[config.mk]
export PLATFORM = sky130hd
export DESIGN_NAME = multicycle_ctrl
export DESIGN_NICKNAME = d
export VERILOG_FILES = /design/src/rtl/mc_pkg.sv /design/src/rtl/mc_out_decode.sv /design/src/rtl/multicycle_ctrl.sv
export SDC_FILE = /design/constraint.sdc
export NUM_CORES = 1
export LEC_CHECK = 0
export CAP_MARGIN = 20
export CORE_MARGIN = 3
export CORE_UTILIZATION = 34
export CTS_BUF_LIST = sky130_fd_sc_hd__clkbuf_16
export DETAILED_ROUTE_END_ITERATION = 16
export GPL_TIMING_DRIVEN = 0
export PLACE_DENSITY = 0.73
export SLEW_MARGIN = 10
export SYNTH_ARGS = -nofsm -noshare
export SYNTH_HDL_FRONTEND = slang
export SYNTH_SLANG_ARGS = --single-unit
[constraint.sdc]
create_clock -name clk -period 1.66 [get_ports clk]
set_input_delay 0.332 -clock clk [delete_from_list [all_inputs] [get_ports clk]]
set_output_delay 0.332 -clock clk [all_outputs]
set_load 0.02 [all_outputs]
[src/rtl/mc_pkg.sv]
// Shared encodings for the multi-cycle MIPS control FSM: state codes,
// opcodes, mux-select codes and the packed control vector.
// Optional feature macro: MC_ADDI_EN (adds the addi execute/writeback states).
package mc_pkg;

   typedef enum logic [3:0] {
      S_IF = 4'd0,
      S_ID = 4'd1,
      S_MA = 4'd2,
      S_MR = 4'd3,
      S_WB = 4'd4,
      S_MW = 4'd5,
      S_RX = 4'd6,
      S_RW = 4'd7,
      S_BR = 4'd8,
      S_JP = 4'd9,
      S_AX = 4'd10,
      S_AW = 4'd11
   } state_t;

   localparam logic [5:0] OP_RTYPE = 6'b000000;
   localparam logic [5:0] OP_J     = 6'b000010;
   localparam logic [5:0] OP_BEQ   = 6'b000100;
   localparam logic [5:0] OP_ADDI  = 6'b001000;
   localparam logic [5:0] OP_LW    = 6'b100011;
   localparam logic [5:0] OP_SW    = 6'b101011;

   localparam logic [1:0] ALU_ADD   = 2'b00;
   localparam logic [1:0] ALU_SUB   = 2'b01;
   localparam logic [1:0] ALU_FUNCT = 2'b10;

   localparam logic [1:0] SRCB_B     = 2'b00;
   localparam logic [1:0] SRCB_FOUR  = 2'b01;
   localparam logic [1:0] SRCB_IMM   = 2'b10;
   localparam logic [1:0] SRCB_IMMSH = 2'b11;

   localparam logic [1:0] PCS_ALU    = 2'b00;
   localparam logic [1:0] PCS_ALUOUT = 2'b01;
   localparam logic [1:0] PCS_JUMP   = 2'b10;

   typedef struct packed {
      logic       pcwrite;
      logic       pcwritecond;
      logic       iord;
      logic       memread;
      logic       memwrite;
      logic       irwrite;
      logic       memtoreg;
      logic       regdst;
      logic       regwrite;
      logic       alusrca;
      logic [1:0] alusrcb;
      logic [1:0] aluop;
      logic [1:0] pcsource;
   } ctrl_t;

   localparam int CTRL_W = $bits(ctrl_t);

   // True for opcodes the FSM knows how to execute.
   function automatic logic op_legal(input logic [5:0] op);
      case (op)
         OP_LW, OP_SW, OP_RTYPE, OP_BEQ, OP_J: op_legal = 1'b1;
`ifdef MC_ADDI_EN
         OP_ADDI:                              op_legal = 1'b1;
`endif
         default:                              op_legal = 1'b0;
      endcase
   endfunction

endpackage

[src/rtl/mc_out_decode.sv]
// Combinational state -> control-vector decoder (pure Moore outputs).
// Fetch strobes IRWrite/PCWrite are emitted ungated; the top qualifies them
// with mem_ready. AX/AW decode only when MC_ADDI_EN is defined.
module mc_out_decode
   import mc_pkg::*;
(
   input  logic [3:0]        st,
   output logic [CTRL_W-1:0] cv
);

   ctrl_t c;

   // Per-state control settings; anything not set stays 0.
   always_comb begin
      c = '0;
      case (state_t'(st))
         S_IF: begin
            c.memread  = 1'b1;
            c.alusrcb  = SRCB_FOUR;
            c.aluop    = ALU_ADD;
            c.pcsource = PCS_ALU;
            c.irwrite  = 1'b1;
            c.pcwrite  = 1'b1;
         end
         S_ID: begin
            c.alusrcb = SRCB_IMMSH;
            c.aluop   = ALU_ADD;
         end
         S_MA: begin
            c.alusrca = 1'b1;
            c.alusrcb = SRCB_IMM;
         end
         S_MR: begin
            c.memread = 1'b1;
            c.iord    = 1'b1;
         end
         S_WB: begin
            c.regwrite = 1'b1;
            c.memtoreg = 1'b1;
         end
         S_MW: begin
            c.memwrite = 1'b1;
            c.iord     = 1'b1;
         end
         S_RX: begin
            c.alusrca = 1'b1;
            c.alusrcb = SRCB_B;
            c.aluop   = ALU_FUNCT;
         end
         S_RW: begin
            c.regwrite = 1'b1;
            c.regdst   = 1'b1;
         end
         S_BR: begin
            c.alusrca     = 1'b1;
            c.alusrcb     = SRCB_B;
            c.aluop       = ALU_SUB;
            c.pcwritecond = 1'b1;
            c.pcsource    = PCS_ALUOUT;
         end
         S_JP: begin
            c.pcwrite  = 1'b1;
            c.pcsource = PCS_JUMP;
         end
`ifdef MC_ADDI_EN
         S_AX: begin
            c.alusrca = 1'b1;
            c.alusrcb = SRCB_IMM;
         end
         S_AW: begin
            c.regwrite = 1'b1;
         end
`endif
         default: c = '0;
      endcase
   end

   assign cv = c;

endmodule

[src/rtl/multicycle_ctrl.sv]
// Main control FSM for the multi-cycle MIPS datapath. Holds the state
// register, next-state logic and mem_ready gating of the fetch strobes.
// Optional feature macro: MC_ADDI_EN (op 001000 executes addi via AX/AW;
// otherwise it is reported as illegal).
module multicycle_ctrl
   import mc_pkg::*;
(
   input  logic       clk,
   input  logic       rst,
   input  logic [5:0] op,
   input  logic       mem_ready,
   output logic       PCWrite,
   output logic       PCWriteCond,
   output logic       IorD,
   output logic       MemRead,
   output logic       MemWrite,
   output logic       IRWrite,
   output logic       MemtoReg,
   output logic       RegDst,
   output logic       RegWrite,
   output logic       ALUSrcA,
   output logic [1:0] ALUSrcB,
   output logic [1:0] ALUOp,
   output logic [1:0] PCSource,
   output logic       illegal,
   output logic [3:0] state
);

   state_t            st_q, st_d;
   logic              is_lw_q;   // lw vs sw, captured in ID so op may change later
   logic [CTRL_W-1:0] cv;
   ctrl_t             c;
   logic              in_if;

   mc_out_decode u_dec (
      .st (st_q),
      .cv (cv)
   );

   assign c     = ctrl_t'(cv);
   assign in_if = (st_q == S_IF);

   // State register; reset aborts any instruction in flight.
   always_ff @(posedge clk or posedge rst) begin
      if (rst) st_q <= S_IF;
      else     st_q <= st_d;
   end

   // Remember the load/store direction at dispatch time.
   always_ff @(posedge clk or posedge rst) begin
      if (rst)               is_lw_q <= 1'b0;
      else if (st_q == S_ID) is_lw_q <= (op == OP_LW);
   end

   // Next-state sequencing; op is only consulted in ID.
   always_comb begin
      st_d = S_IF;
      case (st_q)
         S_IF: st_d = mem_ready ? S_ID : S_IF;
         S_ID: begin
            case (op)
               OP_LW, OP_SW: st_d = S_MA;
               OP_RTYPE:     st_d = S_RX;
               OP_BEQ:       st_d = S_BR;
               OP_J:         st_d = S_JP;
`ifdef MC_ADDI_EN
               OP_ADDI:      st_d = S_AX;
`endif
               default:      st_d = S_IF;
            endcase
         end
         S_MA: st_d = is_lw_q ? S_MR : S_MW;
         S_MR: st_d = mem_ready ? S_WB : S_MR;
         S_WB: st_d = S_IF;
         S_MW: st_d = mem_ready ? S_IF : S_MW;
         S_RX: st_d = S_RW;
         S_RW: st_d = S_IF;
         S_BR: st_d = S_IF;
         S_JP: st_d = S_IF;
`ifdef MC_ADDI_EN
         S_AX: st_d = S_AW;
         S_AW: st_d = S_IF;
`endif
         default: st_d = S_IF;
      endcase
   end

   // Everything is held at 0 while rst is high, including the fetch read.
   // IRWrite/PCWrite in IF follow mem_ready combinationally.
   assign PCWrite     = ~rst & c.pcwrite & (~in_if | mem_ready);
   assign IRWrite     = ~rst & c.irwrite & mem_ready;
   assign PCWriteCond = ~rst & c.pcwritecond;
   assign IorD        = ~rst & c.iord;
   assign MemRead     = ~rst & c.memread;
   assign MemWrite    = ~rst & c.memwrite;
   assign MemtoReg    = ~rst & c.memtoreg;
   assign RegDst      = ~rst & c.regdst;
   assign RegWrite    = ~rst & c.regwrite;
   assign ALUSrcA     = ~rst & c.alusrca;
   assign ALUSrcB     = rst ? 2'b00 : c.alusrcb;
   assign ALUOp       = rst ? 2'b00 : c.aluop;
   assign PCSource    = rst ? 2'b00 : c.pcsource;
   assign illegal     = ~rst & (st_q == S_ID) & ~op_legal(op);
   assign state       = rst ? 4'd0 : st_q;

endmodule
==> impl_summary.txt, run 1 <==
----------------------------------------------------
[Worst setup path]
  Data required time at the worst endpoint ... 1330 ps
  Worst endpoint data arrival time ... 1590 ps
  Element type at the critical path end ... output pin
  Critical path class ... flip-flop to output pin
  Biggest fanout along the worst timing path ... 4
  Crit path launch type ... flip-flop

[Power]
  Maximum vdd drop ... 0.7921 mV
  Fraction of power consumed by sequential logic ... 10.8%
  Net switching fraction of the power ... 40.25%
  Leak pwr ... 0.5577 nW
  Clock share of power ... 23.6%
  Combinational group share of total power ... 65.6%
  Ratio of total power to cell area ... 1327 nW/um^2
  Internal Dissipation ... 0.0009784 W
  Power spent charging and discharging nets ... 0.0006591 W

[Global routing]
  Total routing usage reported by global routing ... 21.40%
  Total congestion overflow after global routing ... 0
  Via count of the first global-routing pass ... 711
  Largest net degree at the start of global routing ... 11
  First-pass GRT wire length ... 3.325 mm
  Number of antenna violations at the first check in global routing ... 0

[Logic synthesis]
  Area share of the largest cell type after synthesis ... 21.69%
  Sequential cell area fraction in the yosys report ... 21.69%
  Distinct cells, synth ... 30
  Post-synthesis async set-or-reset flop share ... 100.0%
  Number of enable flip-flop cells after synthesis ... 0
  Largest cells by area after synthesis ... sky130_fd_sc_hd__dfrtp_1 (22%), sky130_fd_sc_hd__nor3_1 (6.1%), sky130_fd_sc_hd__nor2b_1 (5.4%), sky130_fd_sc_hd__nor4_1 (5.4%), sky130_fd_sc_hd__clkbuf_1 (4.6%)
  Library cell with the largest summed area after synthesis ... sky130_fd_sc_hd__dfrtp_1
  Number of storage elements in the synthesis netlist ... 5
  Synth Flop Type ... sky130_fd_sc_hd__dfrtp_1
  Cell area after synthesis ... 576.8 um^2
  Synthesized instance count ... 77
  Ys Warns ... 0
  Syn avg cell area ... 7.491 um^2
  Post-synth net total ... 86

[Route]
  Drt wl/cell ... 16.55 um
  Count of unresolved DRC violations after routing ... 0
  Initial DRC Count ... 20
  Routed via count ... 799
  Residual antenna-violating net count after detailed routing ... 0
  Routed via count divided by cell count ... 5.627
  Wire length reported by the detailed router ... 2.350 mm
  Detailed-routing iteration count for the pre-antenna-repair pass ... 4

[Cells and area]
  Cell area after layout ... 1234 um^2
  Net count, final ... 136
  Final standard cell count with taps included and fillers excluded ... 142
  Signed area change from the synthesized netlist to the final layout ... 113.9%
  Number of antenna cells inserted ... 0
  Ratio of cells with drive above 1 in the final layout ... 62.70%
  Share of the core filled with cells in the final layout ... 79.13%
  Combined flip-flop and latch cell area ... 127.6 um^2
  Filler Cell Count ... 102
  Multi-input combinational cell area ... 543.0 um^2

[Placed design]
  DP Area ... 919.6 um^2
  Total instance count after detailed placement ... 122
  Final weighted congestion of routability-driven global placement ... 0.7538
  Detailed placement HPWL ... 1.296 mm
  Number of buffers inserted by port buffering ... 29

[Die]
  Number of placement rows ... 14
  Die Y ... 47.19 um
  Die boundary width ... 47.19 um
  DIE AREA ... 2227 um^2
  Effective utilization at floorplan ... 37.00%
  Standard cell core area ... 1559 um^2
  Num ports ... 30

[STA]
  Final setup violation count ... 18
  Count of pins over their slew limit ... 0
  Setup repair after global routing missed its margin ... true
  Fmax ... 521.3 MHz
  Final hold violation count ... 0
  Clock skew ... 1.561 ps
  Tightest slew margin relative to the limit ... 71.34%
  Final period utilization ... 115.6%
  Worst Slack Setup Final ... -258.2 ps
  Final critical delay including setup and external delays ... 1918 ps
  Total Negative Setup Slacks ... -2385 ps
  Transition time at the pin with the least slew margin ... 424.5 ps

[Clock network]
  Later-pin clock latency in the skew report ... 230 ps
  Clock-pin slew of the registers on the worst-case setup and hold paths ... 30 ps
  Clock Path Buffers ... 2
  Clock Root Buffer ... sky130_fd_sc_hd__clkbuf_16
  Clock Sink Count ... 5
  Level count of the clock H-tree ... 1
  TritonCTS Buffers ... 3
  TritonCTS clock tree ... yes

[Run status]
  Violations in the final reports ... negative setup slack
  Status ... finished, violations left

[Run]
  Number of violations of the max-capacitance limit ... 0

[Worst hold path]
  Hold Crit Class ... input pin to flip-flop

----------------------------------------------------
[cell families (layout without fill, tap and decap cells)]
family | count (synthesis) | in the layout | share of synthesized area, %
compound gates | 13 | 13 | 18.44
simple gates | 46 | 46 | 47.72
xor+xnor | 2 | 2 | 3.037
buf+inv | 11 | 60 | 9.112
flops | 5 | 5 | 21.69
[cells in the mapped netlist, types with 2 or more instances]
library cell,instances
sky130_fd_sc_hd__clkbuf_1,7
sky130_fd_sc_hd__nor2_1,7
sky130_fd_sc_hd__nor3_1,7
sky130_fd_sc_hd__dfrtp_1,5
sky130_fd_sc_hd__nand2_1,5
sky130_fd_sc_hd__nor2b_1,5
sky130_fd_sc_hd__nor4_1,5
sky130_fd_sc_hd__a21oi_1,3
sky130_fd_sc_hd__nand2b_1,3
sky130_fd_sc_hd__nor3b_1,3
sky130_fd_sc_hd__o21ai_0,3
sky130_fd_sc_hd__inv_1,2
sky130_fd_sc_hd__nand3_1,2
sky130_fd_sc_hd__o31ai_2,2
sky130_fd_sc_hd__or3_1,2
sky130_fd_sc_hd__or3_4,2
[critical path: stages, from the launching register on]
cell,delay (ps)
sky130_fd_sc_hd__dfrtp_1,360
sky130_fd_sc_hd__buf_6,120
sky130_fd_sc_hd__nand2b_4,130
sky130_fd_sc_hd__or3_4,410
sky130_fd_sc_hd__nor4_2,130
sky130_fd_sc_hd__buf_2,200
[metrics by stage]
stage	total power [W]	hold WS, ps	setup slack (ps)
4_1_cts	0.001482	407.8	-265.8
5_1_grt	0.001722	440.9	-309.1
3_3_place_gp	0.0008938	515.3	-880.8
2_1_floorplan	0.0006618	354.0	-156.9
3_5_place_dp	0.0009066	519.5	-882.2
6_report	0.001637	415.8	-258.2
[layout by cell type, fill, tap and decap left out, drive strengths merged]
master / netlist / layout
buf: 2 / 40
clkbuf: 7 / 8
nor2: 7 / 7
nor3: 7 / 7
nor2b: 5 / 5
nor4: 5 / 5
nand2: 5 / 5
dfrtp: 5 / 5
dlygate4sd2: 0 / 4
or3: 4 / 4
nand2b: 4 / 4
inv: 2 / 3
nor3b: 3 / 3
o21ai: 3 / 3
a21oi: 3 / 3
clkdlybuf4s15: 0 / 3
nand3: 2 / 2
o31ai: 2 / 2
clkdlybuf4s50: 0 / 2
o21a: 1 / 1
o311ai: 1 / 1
xnor2: 1 / 1
and2b: 1 / 1
a211o: 1 / 1
o32ai: 1 / 1
and4: 1 / 1
xor2: 1 / 1
nor4b: 1 / 1
nand3b: 1 / 1
o211a: 1 / 1
[state kept, by name, indices dropped and copies added (netlist names)]
register	count
is_lw_q	1
st_q	4
[final cells by class]
cell class / instances / area share [%]
plain buffers: 8 / 7.607
clock buffers: 3 / 6.085
clock inverters: 1 / 0.3043
inverters: 2 / 0.6085
multi-input cells: 61 / 44.02
flip-flops and latches: 5 / 10.34
well taps: 16 / 1.623
repair buffers: 46 / 29.41
[per-layer routing]
metal / GRT usage [%] / part of all wire (%) / vias to the layer above / routed length, um
li1: - / - / 377 / -
met1: 27.33 / 44 / 397 / 1038
met2: 34.15 / 51 / 21 / 1199
met3: 3.831 / 3.2 / 4 / 76
met4: 11.05 / 1.5 / 0 / 36
met5: 0 / 0 / - / 0
[power groups by stage]
stage	logic [W]	clock network, W	registers (W)
after CTS	0.000916	0.000392	0.000173
final	0.00107	0.000387	0.000177
after detailed placement	0.000739	0	0.000168
after floorplan	0.000496	0	0.000166
after global placement	0.000726	0	0.000168
after global routing	0.00114	0.000404	0.000181
[worst paths after layout]
path | startpoint | end | slack [ps] | cells past startpoint
hold / removal | op[3] | is_lw_q$_DFFE_PP0P_ | 420 | 2
min in group asynchronous | rst | is_lw_q$_DFFE_PP0P_ | 490 | 3
hold reg to reg | is_lw_q$_DFFE_PP0P_ | is_lw_q$_DFFE_PP0P_ | 560 | 2
setup reg to reg | st_q[1]$_DFF_PP0_ | st_q[0]$_DFF_PP0_ | -190 | 6
max in group asynchronous | rst | st_q[3]$_DFF_PP0_ | 980 | 3
setup / recovery | st_q[1]$_DFF_PP0_ | illegal | -260 | 5
[repair_timing]
item,4_1_cts,5_1_grt
hold buffers,0,0
endpoints found under the hold margin,0,0
gates resized for setup,130,30
pin swaps,7,6
setup endpoints to repair,25,24
gates cloned,1,0
buffers inserted,9,7
Power figures use the tool's default switching activity.
==> run 2: changes to the inputs <==
- CORE_UTILIZATION: 34 -> 38
- PLACE_DENSITY: 0.73 -> 0.75
- SYNTH_HIERARCHICAL: not set -> 1
==> impl_summary.txt, run 2 <==
----------------------------------------------------
[Run status]
  Status ... finished, violations left
  Violations in the final reports ... negative setup slack

[Worst setup path]
  Data required time at the worst endpoint ... 1330 ps (about the same)
  Slowest cell on crit path ... sky130_fd_sc_hd__clkdlybuf4s50_1
  Count of buffering cells on the critical path with inverters included ... 2 (unchanged)
  Critical-path cell list ... clkdlybuf4s50_1 > or3_4 > o21ai_2 > a2111oi_4 > buf_4
  Biggest fanout along the worst timing path ... 3 (-1)
  Critical path class ... input pin to output pin
  Critical path's largest stage delay ... 440 ps (+30 ps)
  Crit path launch type ... input pin
  Worst endpoint data arrival time ... 1700 ps (+110 ps)
  Kind of cell adding the most delay to the critical path ... buffers and inverters
  Element type at the critical path end ... output pin

[Die]
  Standard cell core area ... 1783 um^2 (+14%)
  DIE AREA ... 2508 um^2 (+13%)
  Num ports ... 30 (unchanged)
  Die Y ... 50.08 um (+6.1%)
  Effective utilization at floorplan ... 41.40% (+4.4 points)
  Number of placement rows ... 15 (+1)
  Die boundary width ... 50.08 um (+6.1%)

[Cells and area]
  Most common cell after layout, fill and taps aside ... sky130_fd_sc_hd__buf_6
  Leading cell types in the layout, fill and taps excluded ... sky130_fd_sc_hd__buf_6 (22), sky130_fd_sc_hd__buf_4 (17), sky130_fd_sc_hd__nor2b_1 (12)
  Top register by number of flip-flops ... st_q
  Number of flip-flops under the largest register name ... 4 (unchanged)
  Share of the core filled with cells in the final layout ... 85.12% (+6.0 points)
  Net count, final ... 151 (+11%)
  Signed area change from the synthesized netlist to the final layout ... 105.6%
  Top Registers ... st_q: 4 flops, is_lw_q: 1 flops
  Ratio of cells with drive above 1 in the final layout ... 60.99% (-1.7 points)
  Filler Cell Count ... 94 (-7.8%)
  Number of antenna cells inserted ... 0 (unchanged)

[Power]
  Ratio of total power to cell area ... 553.8 nW/um^2 (-58%)
  Maximum vdd drop ... 0.8386 mV (+5.9%)
  Leak pwr ... 0.6390 nW (+15%)

[Logic synthesis]
  Post-synth net total ... 101 (+17%)
  Largest cells by area after synthesis ... sky130_fd_sc_hd__nor2b_1 (18%), sky130_fd_sc_hd__dfrtp_1 (17%), sky130_fd_sc_hd__nor3_1 (4.1%), sky130_fd_sc_hd__buf_4 (4.1%), sky130_fd_sc_hd__nor3b_1 (4.1%)
  Cell area after synthesis ... 738.2 um^2 (+28%)
  Sequential cell area fraction in the yosys report ... 16.95% (-4.7 points)
  Ys Warns ... 6 (+6)
  Synthesized instance count ... 92 (+19%)
  Area share of the largest cell type after synthesis ... 17.80% (-3.9 points)
  Distinct cells, synth ... 37 (+23%)
  Commonest cells in the netlist ... sky130_fd_sc_hd__nor2b_1 (21), sky130_fd_sc_hd__nor3_1 (6), sky130_fd_sc_hd__dfrtp_1 (5)
  Synth Flop Type ... sky130_fd_sc_hd__dfrtp_1
  Number of enable flip-flop cells after synthesis ... 0 (unchanged)
  Library cell with the largest summed area after synthesis ... sky130_fd_sc_hd__nor2b_1
  Syn avg cell area ... 8.024 um^2 (+7.1%)
  Number of storage elements in the synthesis netlist ... 5 (unchanged)
  Most frequently used cell type in the post-synthesis netlist ... sky130_fd_sc_hd__nor2b_1
  Post-synthesis async set-or-reset flop share ... 100.0% (unchanged)

[Placed design]
  Final weighted congestion of routability-driven global placement ... 0.7580 (+0.56%)
  Detailed placement HPWL ... 1.401 mm (+8.1%)
  Number of buffers inserted by port buffering ... 28 (-3.4%)
  Pre-CTS setup slack ... -943.2 ps (-60.94 ps)

[Global routing]
  Total routing usage reported by global routing ... 19.18% (-2.2 points)
  Via count of the first global-routing pass ... 834 (+17%)
  First-pass GRT wire length ... 3.767 mm (+13%)
  Largest net degree at the start of global routing ... 11 (unchanged)
  Total congestion overflow after global routing ... 0 (unchanged)
  Number of antenna violations at the first check in global routing ... 0 (unchanged)

[Clock network]
  TritonCTS clock tree ... yes
  TritonCTS Buffers ... 3 (unchanged)
  Clock Sink Count ... 5 (unchanged)
  Level count of the clock H-tree ... 1 (unchanged)
  Clock Root Buffer ... sky130_fd_sc_hd__clkbuf_16
  Clock-pin slew of the registers on the worst-case setup and hold paths ... 30 ps (about the same)
  Clock Path Buffers ... 2 (unchanged)
  Post-CTS Hold Buffers ... 0 (unchanged)
  Later-pin clock latency in the skew report ... 220 ps (about the same)

[Route]
  Initial DRC Count ... 22 (+10%)
  Drt wl/cell ... 19.39 um (+17%)
  Wire length reported by the detailed router ... 3.218 mm (+37%)
  Residual antenna-violating net count after detailed routing ... 0 (unchanged)
  Routed via count divided by cell count ... 5.675 (+0.85%)
  Detailed-routing iteration count for the pre-antenna-repair pass ... 4 (unchanged)
  Routed via count ... 942 (+18%)
  Count of unresolved DRC violations after routing ... 0 (unchanged)

[STA]
  Clock skew ... 0.2271 ps (-1.334 ps)
  Final critical delay including setup and external delays ... 2037 ps (+118.6 ps)
  Final setup violation count ... 18 (unchanged)
  Worst Hold Slack ... 304.7 ps (-111.1 ps)
  Worst Slack Setup Final ... -376.8 ps (-118.6 ps)
  Fmax ... 491.0 MHz (-5.8%)
  Final period utilization ... 122.7% (+7.1 points)
  Transition time at the pin with the least slew margin ... 757.4 ps (+332.9 ps)
  Count of pins over their slew limit ... 0 (unchanged)
  Setup repair after global routing missed its margin ... true
  Final hold violation count ... 0 (unchanged)
  Tightest slew margin relative to the limit ... 49.51% (-22 points)

[Run]
  Number of violations of the max-capacitance limit ... 0 (unchanged)

[Worst hold path]
  Hold Crit Class ... input pin to asynchronous set/reset pin

----------------------------------------------------
run 2: changes by cell type after synthesis, moves of 3 or more:
cell and delta:
sky130_fd_sc_hd__a21oi_1 -3, sky130_fd_sc_hd__buf_4 +3, sky130_fd_sc_hd__nor2b_1 +16, sky130_fd_sc_hd__clkbuf_1 -4
sky130_fd_sc_hd__nor2_1 -3, sky130_fd_sc_hd__nor4_1 -4, sky130_fd_sc_hd__buf_2 +3
run 2: through the flow:
step	cells	area (um^2)	total power [W]	TNS, ps
after global placement	145	1070	0.0003494	-7781
after floorplan	92	758.2	0.0002774	-94.17
after global routing	166	1518	0.0008700	-4649
after detailed placement	145	1070	0.0003545	-8258
final	166	1518	0.0008406	-3773
after CTS	159	1295	0.0007748	-2523
run 2: cells by family (layout without fill, tap and decap cells):
kind of cell,after synthesis,after routing,share of synthesized area [%]
compound gates,9,9,9.323
xor+xnor,4,4,5.764
buf+inv,12,61,9.660
flops,5,5,16.95
simple gates,62,62,58.31
run 2: timing repair:
action                     4_1_cts  5_1_grt
pin swaps                        6       14
setup endpoints to repair       22       20
gates cloned                     1        0
resized for setup              123       45
setup buffers                    9        9
run 2: layout make-up:
cell class	instances	area, um^2	share of cell area (%)
multi-input combinational	75	745.7	49.13
timing repair buffer	46	432.9	28.52
sequential	5	128.9	8.491
buffer	10	96.34	6.348
clock buffer	3	75.07	4.946
tap	25	31.28	2.061
clock inverter	1	3.754	0.2473
inverter	1	3.754	0.2473
run 2: where the power goes:
group / leakage (nW) / internal [W] / switching (W)
clock network: 0.0423 / 0.000312 / 0.0000739
registers: 0.0633 / 0.000128 / 0.0000109
logic: 0.533 / 0.000157 / 0.000159
run 2: worst paths after layout:
check                                     from             endpoint  slack (ps)  cells after the start
max                                      op[0]              illegal        -380                      5
min                                        rst    st_q[3]$_DFF_PP0_         300                      2
max reg2reg                  st_q[2]$_DFF_PP0_    st_q[0]$_DFF_PP0_          60                      5
min reg2reg                is_lw_q$_DFFE_PP0P_  is_lw_q$_DFFE_PP0P_         510                      2
max in group asynchronous                  rst    st_q[0]$_DFF_PP0_        1120                      2
min in group clk           is_lw_q$_DFFE_PP0P_  is_lw_q$_DFFE_PP0P_         510                      2
run 2: routing by layer:
| metal | part of all wire (%) | GRT usage, % |
|---|---|---|
| met1 | 37 | 20.18 |
| met4 | 2.6 | 5.991 |
| met2 | 54 | 37.61 |
| met3 | 6.8 | 3.021 |
| met5 | 0 | 0 |
